<file path="config.mk">
export PLATFORM = sky130hd
export DESIGN_NAME = traffic_timer
export DESIGN_NICKNAME = d
export VERILOG_FILES = /design/src/rtl/traffic_timer.sv
export SDC_FILE = /design/constraint.sdc
export NUM_CORES = 1
export LEC_CHECK = 0
export ABC_CLOCK_PERIOD_IN_PS = 3130
export BUFFER_PORTS_ARGS = -buffer_cell sky130_fd_sc_hd__buf_2
export CAP_MARGIN = 20
export CORE_AREA = 2 2 39 41
export DETAILED_ROUTE_END_ITERATION = 6
export DIE_AREA = 0 0 41 43
export GPL_TIMING_DRIVEN = 0
export PLACE_DENSITY = 0.62
export SYNTH_ARGS = -nofsm -noshare
export SYNTH_HDL_FRONTEND = slang
export SYNTH_SLANG_ARGS = --single-unit
</file>
<file path="constraint.sdc">
create_clock -name clk -period 3.13 [get_ports clk]
set_input_delay 0.626 -clock clk [delete_from_list [all_inputs] [get_ports clk]]
set_output_delay 0.626 -clock clk [all_outputs]
set_load 0.01 [all_outputs]
</file>
<file path="src/rtl/traffic_timer.sv">
// traffic_timer: 4-bit tick countdown timer driven by traffic_light_controller.
// Define TRAFFIC_TIMER_PRESCALE_EN to divide clk by CLKS_PER_TICK; undefined, every enabled RUN cycle is a tick.
module traffic_timer #(
   parameter int unsigned CLKS_PER_TICK = 50000000
) (
   input  logic       clk,
   input  logic       rst,
   input  logic       timer_en,
   input  logic       timer_load,
   input  logic [3:0] timer_init,
   output logic [3:0] timer_out,
   output logic       done,
   output logic       expired,
   output logic       tick
);

   typedef enum logic [1:0] {IDLE, RUN, DONE} state_t;

   state_t state;
   logic   boundary;

`ifdef TRAFFIC_TIMER_PRESCALE_EN
   localparam int unsigned PW = $clog2(CLKS_PER_TICK);
   localparam logic [PW-1:0] LAST = PW'(CLKS_PER_TICK - 1);

   logic [PW-1:0] prescaler;

   assign boundary = (prescaler == LAST);
`else
   // Without the prescaler every cycle is a boundary; CLKS_PER_TICK is always >= 2.
   assign boundary = (CLKS_PER_TICK != 0);
`endif

   always_ff @(posedge clk) begin
      if (!rst) begin
         state     <= IDLE;
         timer_out <= 4'd0;
         tick      <= 1'b0;
         expired   <= 1'b0;
`ifdef TRAFFIC_TIMER_PRESCALE_EN
         prescaler <= '0;
`endif
      end else if (timer_load) begin
         // Load beats any coincident tick boundary: no decrement, tick or expired.
         state     <= (timer_init != 4'd0) ? RUN : DONE;
         timer_out <= timer_init;
         tick      <= 1'b0;
         expired   <= 1'b0;
`ifdef TRAFFIC_TIMER_PRESCALE_EN
         prescaler <= '0;
`endif
      end else begin
         tick    <= 1'b0;
         expired <= 1'b0;
         case (state)
            RUN: begin
               if (timer_en) begin
`ifdef TRAFFIC_TIMER_PRESCALE_EN
                  prescaler <= boundary ? '0 : prescaler + 1'b1;
`endif
                  if (boundary) begin
                     tick      <= 1'b1;
                     timer_out <= timer_out - 4'd1;
                     if (timer_out == 4'd1) begin
                        expired <= 1'b1;
                        state   <= DONE;
                     end
                  end
               end
            end
            DONE: begin
               timer_out <= 4'd0;
`ifdef TRAFFIC_TIMER_PRESCALE_EN
               prescaler <= '0;
`endif
            end
            default: begin
               timer_out <= 4'd0;
            end
         endcase
      end
   end

   assign done = (timer_out == 4'd0);

endmodule

</file>
==> metrics.md <==
| Metric | Value |
|---|---|
| Antenna cell count | `0` |
| Routed vias | `397` |
| Routed Antenna Nets | `0` |
| Worst vdd ir | `~200 uV` |
| I/O pin cnt | `15` |
| Overflow after GRT | `0` |
| Vias/cell | `4.96` |
| Syn Nets | `58` |
| Clk_lat worst skew | `0.25 ns` |
| Pins Over Slew Limit | `0` |
| Number of library cell types mapped by synthesis | `27` |
| Maxcap violations | `0` |
| NumNets Final | `76` |
| Worst path slowest cell | `dfxtp_1` |
| Setup_tns | `0 ns` |
| Switching portion of total power | `0.257` |
| Starting DRT DRC Count | `3` |
| Crit Path Category | `register to primary output` |
| Crit end category | `primary output` |
| Post-CTS Setup Repair Bufs | `0` |
| Post-synth top area cell | `dfxtp_1` |
| Die Ht | `43 um` |
| Final GP Congestion | `about 0.76` |
| Core Region | `0.00138 sq mm` |
| Setup Skew | `0.00137 ns` |
| Gate power share | `0.169` |
| Initial core utilization | `0.317` |
| Crit Path Max Fanout | `5` |
| Die width | `41 um` |
| Clk root buf | `clkbuf_4` |
| Num CTS Buffers | `3` |
| CTS Buffer Depth | `2` |
| Fin crit share | `0.592` |
| Hold buffer count at cts | `0` |
| Rel. slew slack | `0.689` |
| Leak | `0.240 nW` |
| Final hold viol count | `0` |
| Vias in the first global route | `348` |
| CTS tree | `done` |
| Util after Layout | `0.395` |
| Crit start category | `register` |
| Worst EP required | `approximately 2.5 ns` |
| Dpl cell area | `524 sq um` |
| # resized after CTS | `0` |
| Yosys top cell area share | `0.365` |
| Tightest Pin Transition | `0.461 ns` |
| Flop pwr share | `0.494` |
| Outcome | `finished clean` |
| Non-Filler Instances | `80` |
| Top cells by area, synth | `dfxtp_1 (36%), a21oi_1 (5.7%), ha_1 (5.7%), inv_1 (4.3%), nand2_1 (4.3%)` |
| Fraction of layout cells with a size suffix above 1 | `0.328` |
| Seq/Total Area, Yosys | `0.365` |
| Endpoints failing setup | `0` |
| Post-detail-place hpwl | `665 um` |
| CTS H-tree depth | `1` |
| Commonest non-fill, non-tap cell in the layout | `buf_2` |
| Initial antenna violation count | `0` |
| HP Class | `register to register` |
| # rows | `14` |
| Clock power share | `0.337` |
| # DRC | `0` |
| Placed instance count | `77` |
| GRT Total Usage | `0.120` |
| Yosys Warn Count | `0` |
| Post-route minimum period | `1.85 ns` |
| Full die area | `0.00176 sq mm` |
| CTS clk-pin slew, worst paths | `0.05 ns` |
| Critical-path cell list | `inv_1 -> ha_1 -> nor3b_1 -> buf_2` |
| First-pass DRT Iterations | `2` |
| Syn-to-layout area delta | `24.5%` |
| PortBufs | `13` |
| First-pass GRT wire length | `between 1 and 1.5 mm` |
| Power Dens Cells | `419 mW/mm^2` |
| Sw power | `about 0.000059 W` |
| Unrepaired setup endpoints after global routing | `no` |
| Critical path's largest stage delay | `roughly 0.42 ns` |
| Syn Area/Cell | `9.15 sq um` |
| Largest net degree at the start of global routing | `11` |
| Wirelength per Cell | `11.4 um` |
| #FFs+latches synth | `8` |
| WL final | `908 um` |
| FMAX | `540 MHz` |
| Clk sinks | `8` |
| Post-route cell area | `547 sq um` |
| Arrival time at the worst endpoint | `1.23 ns` |
| Most frequent cells in the layout | `buf_2 (14), dfxtp_1 (8), inv_1 (5), nand2_1 (5), a21oi_1 (5)` |
| Post-Syn Area | `approximately 440 sq um` |
| P_int | `0.000170 W` |
| Cell count after synthesis | `48` |
worst paths after layout:
kind	from	endpoint	slack, ns	cells after the start
worst min register to register	state[0]$_SDFFE_PN0P_	tick$_SDFF_PP0_	0.54	2
worst max register to register	timer_out[1]$_SDFFE_PN0P_	state[1]$_SDFFE_PN0P_	1.90	5
worst max-delay path	timer_out[0]$_SDFFE_PN0P_	done	1.28	4
worst min-delay path	state[0]$_SDFFE_PN0P_	tick$_SDFF_PP0_	0.54	2
cell usage after synthesis:
library cell  number
nor4bb_1           1
nor3b_2            1
nor3b_1            1
o21ai_1            1
nor4b_2            1
or3_1              1
and3b_1            1
o311a_1            1
o41ai_1            1
o211ai_1           1
nand4bb_1          1
nor4b_1            1
nand2b_4           1
nor2b_1            1
a21boi_0           1
ha_1               2
inv_1              5
nand2_1            5
nor4_1             2
mux2i_1            1
nor2_1             1
o21ai_0            1
xnor2_1            1
buf_4              1
buf_2              1
dfxtp_1            8
a21oi_1            5
per-layer routing:
| metal | vias to the layer above | share of wire | GRT usage | wire length, um |
|---|---|---|---|---|
| li1 | 204 | - | - | - |
| met1 | 179 | 0.50 | 0.173 | 450 |
| met2 | 10 | 0.44 | 0.150 | 396 |
| met3 | 4 | 0.045 | 0.0314 | 41 |
| met4 | 0 | 0.021 | 0.0800 | 19 |
| met5 | - | 0 | 0 | 0 |
cell families (layout without fill, tap and decap cells):
kind of cell	count (synthesis)	in the layout	synth area share
compound gates	11	11	0.157
xor+xnor	1	1	0.0199
fa+ha+maj	2	2	0.0570
buf+inv	7	23	0.0712
flops	8	8	0.365
mux	1	1	0.0228
simple gates	18	18	0.308
registers in the layout (all words and copies together), names as in the netlist:
register,flops
timer_out,4
expired,1
state,2
tick,1
area by class of cell:
cell class                      instances  area (sq um)
Inverter                                5          18.8
Buffer                                  2          12.5
Sequential cell                         8           160
Timing Repair Buffer                   13          65.1
Clock buffer                            3          22.5
Tap cell                               16          20.0
Fill cell                             151           837
Multi-Input combinational cell         33           248
critical path: cells and delay by family (launching register included):
kind | cells | cell delay [ns]
buffers and inverters | 2 | 0.21
flip-flops | 1 | 0.42
adder cells (fa/ha/maj) | 1 | 0.21
AND/OR/NAND/NOR | 1 | 0.14
metrics by stage:
| stage | worst slack (ns) | power (W) | hold WS (ns) |
|---|---|---|---|
| floorplan | 1.59 | 0.000140 | 0.495 |
| global placement | 1.57 | 0.000154 | 0.529 |
| detailed placement | 1.55 | 0.000154 | 0.531 |
| CTS | 1.28 | 0.000232 | 0.541 |
| global route | 1.20 | 0.000242 | 0.568 |
| finish | 1.28 | 0.000229 | 0.543 |
power by group through the flow:
stage	sequential (W)	combinational, W	clock (W)
6_report	0.000113	0.0000387	0.0000772
5_1_grt	0.000114	0.0000441	0.0000835
4_1_cts	0.000113	0.0000391	0.0000797
3_5_place_dp	0.000115	0.0000389	0
3_3_place_gp	0.000115	0.0000386	0
2_1_floorplan	0.000115	0.0000242	0
No activity file was read; power rests on OpenSTA's default activity.
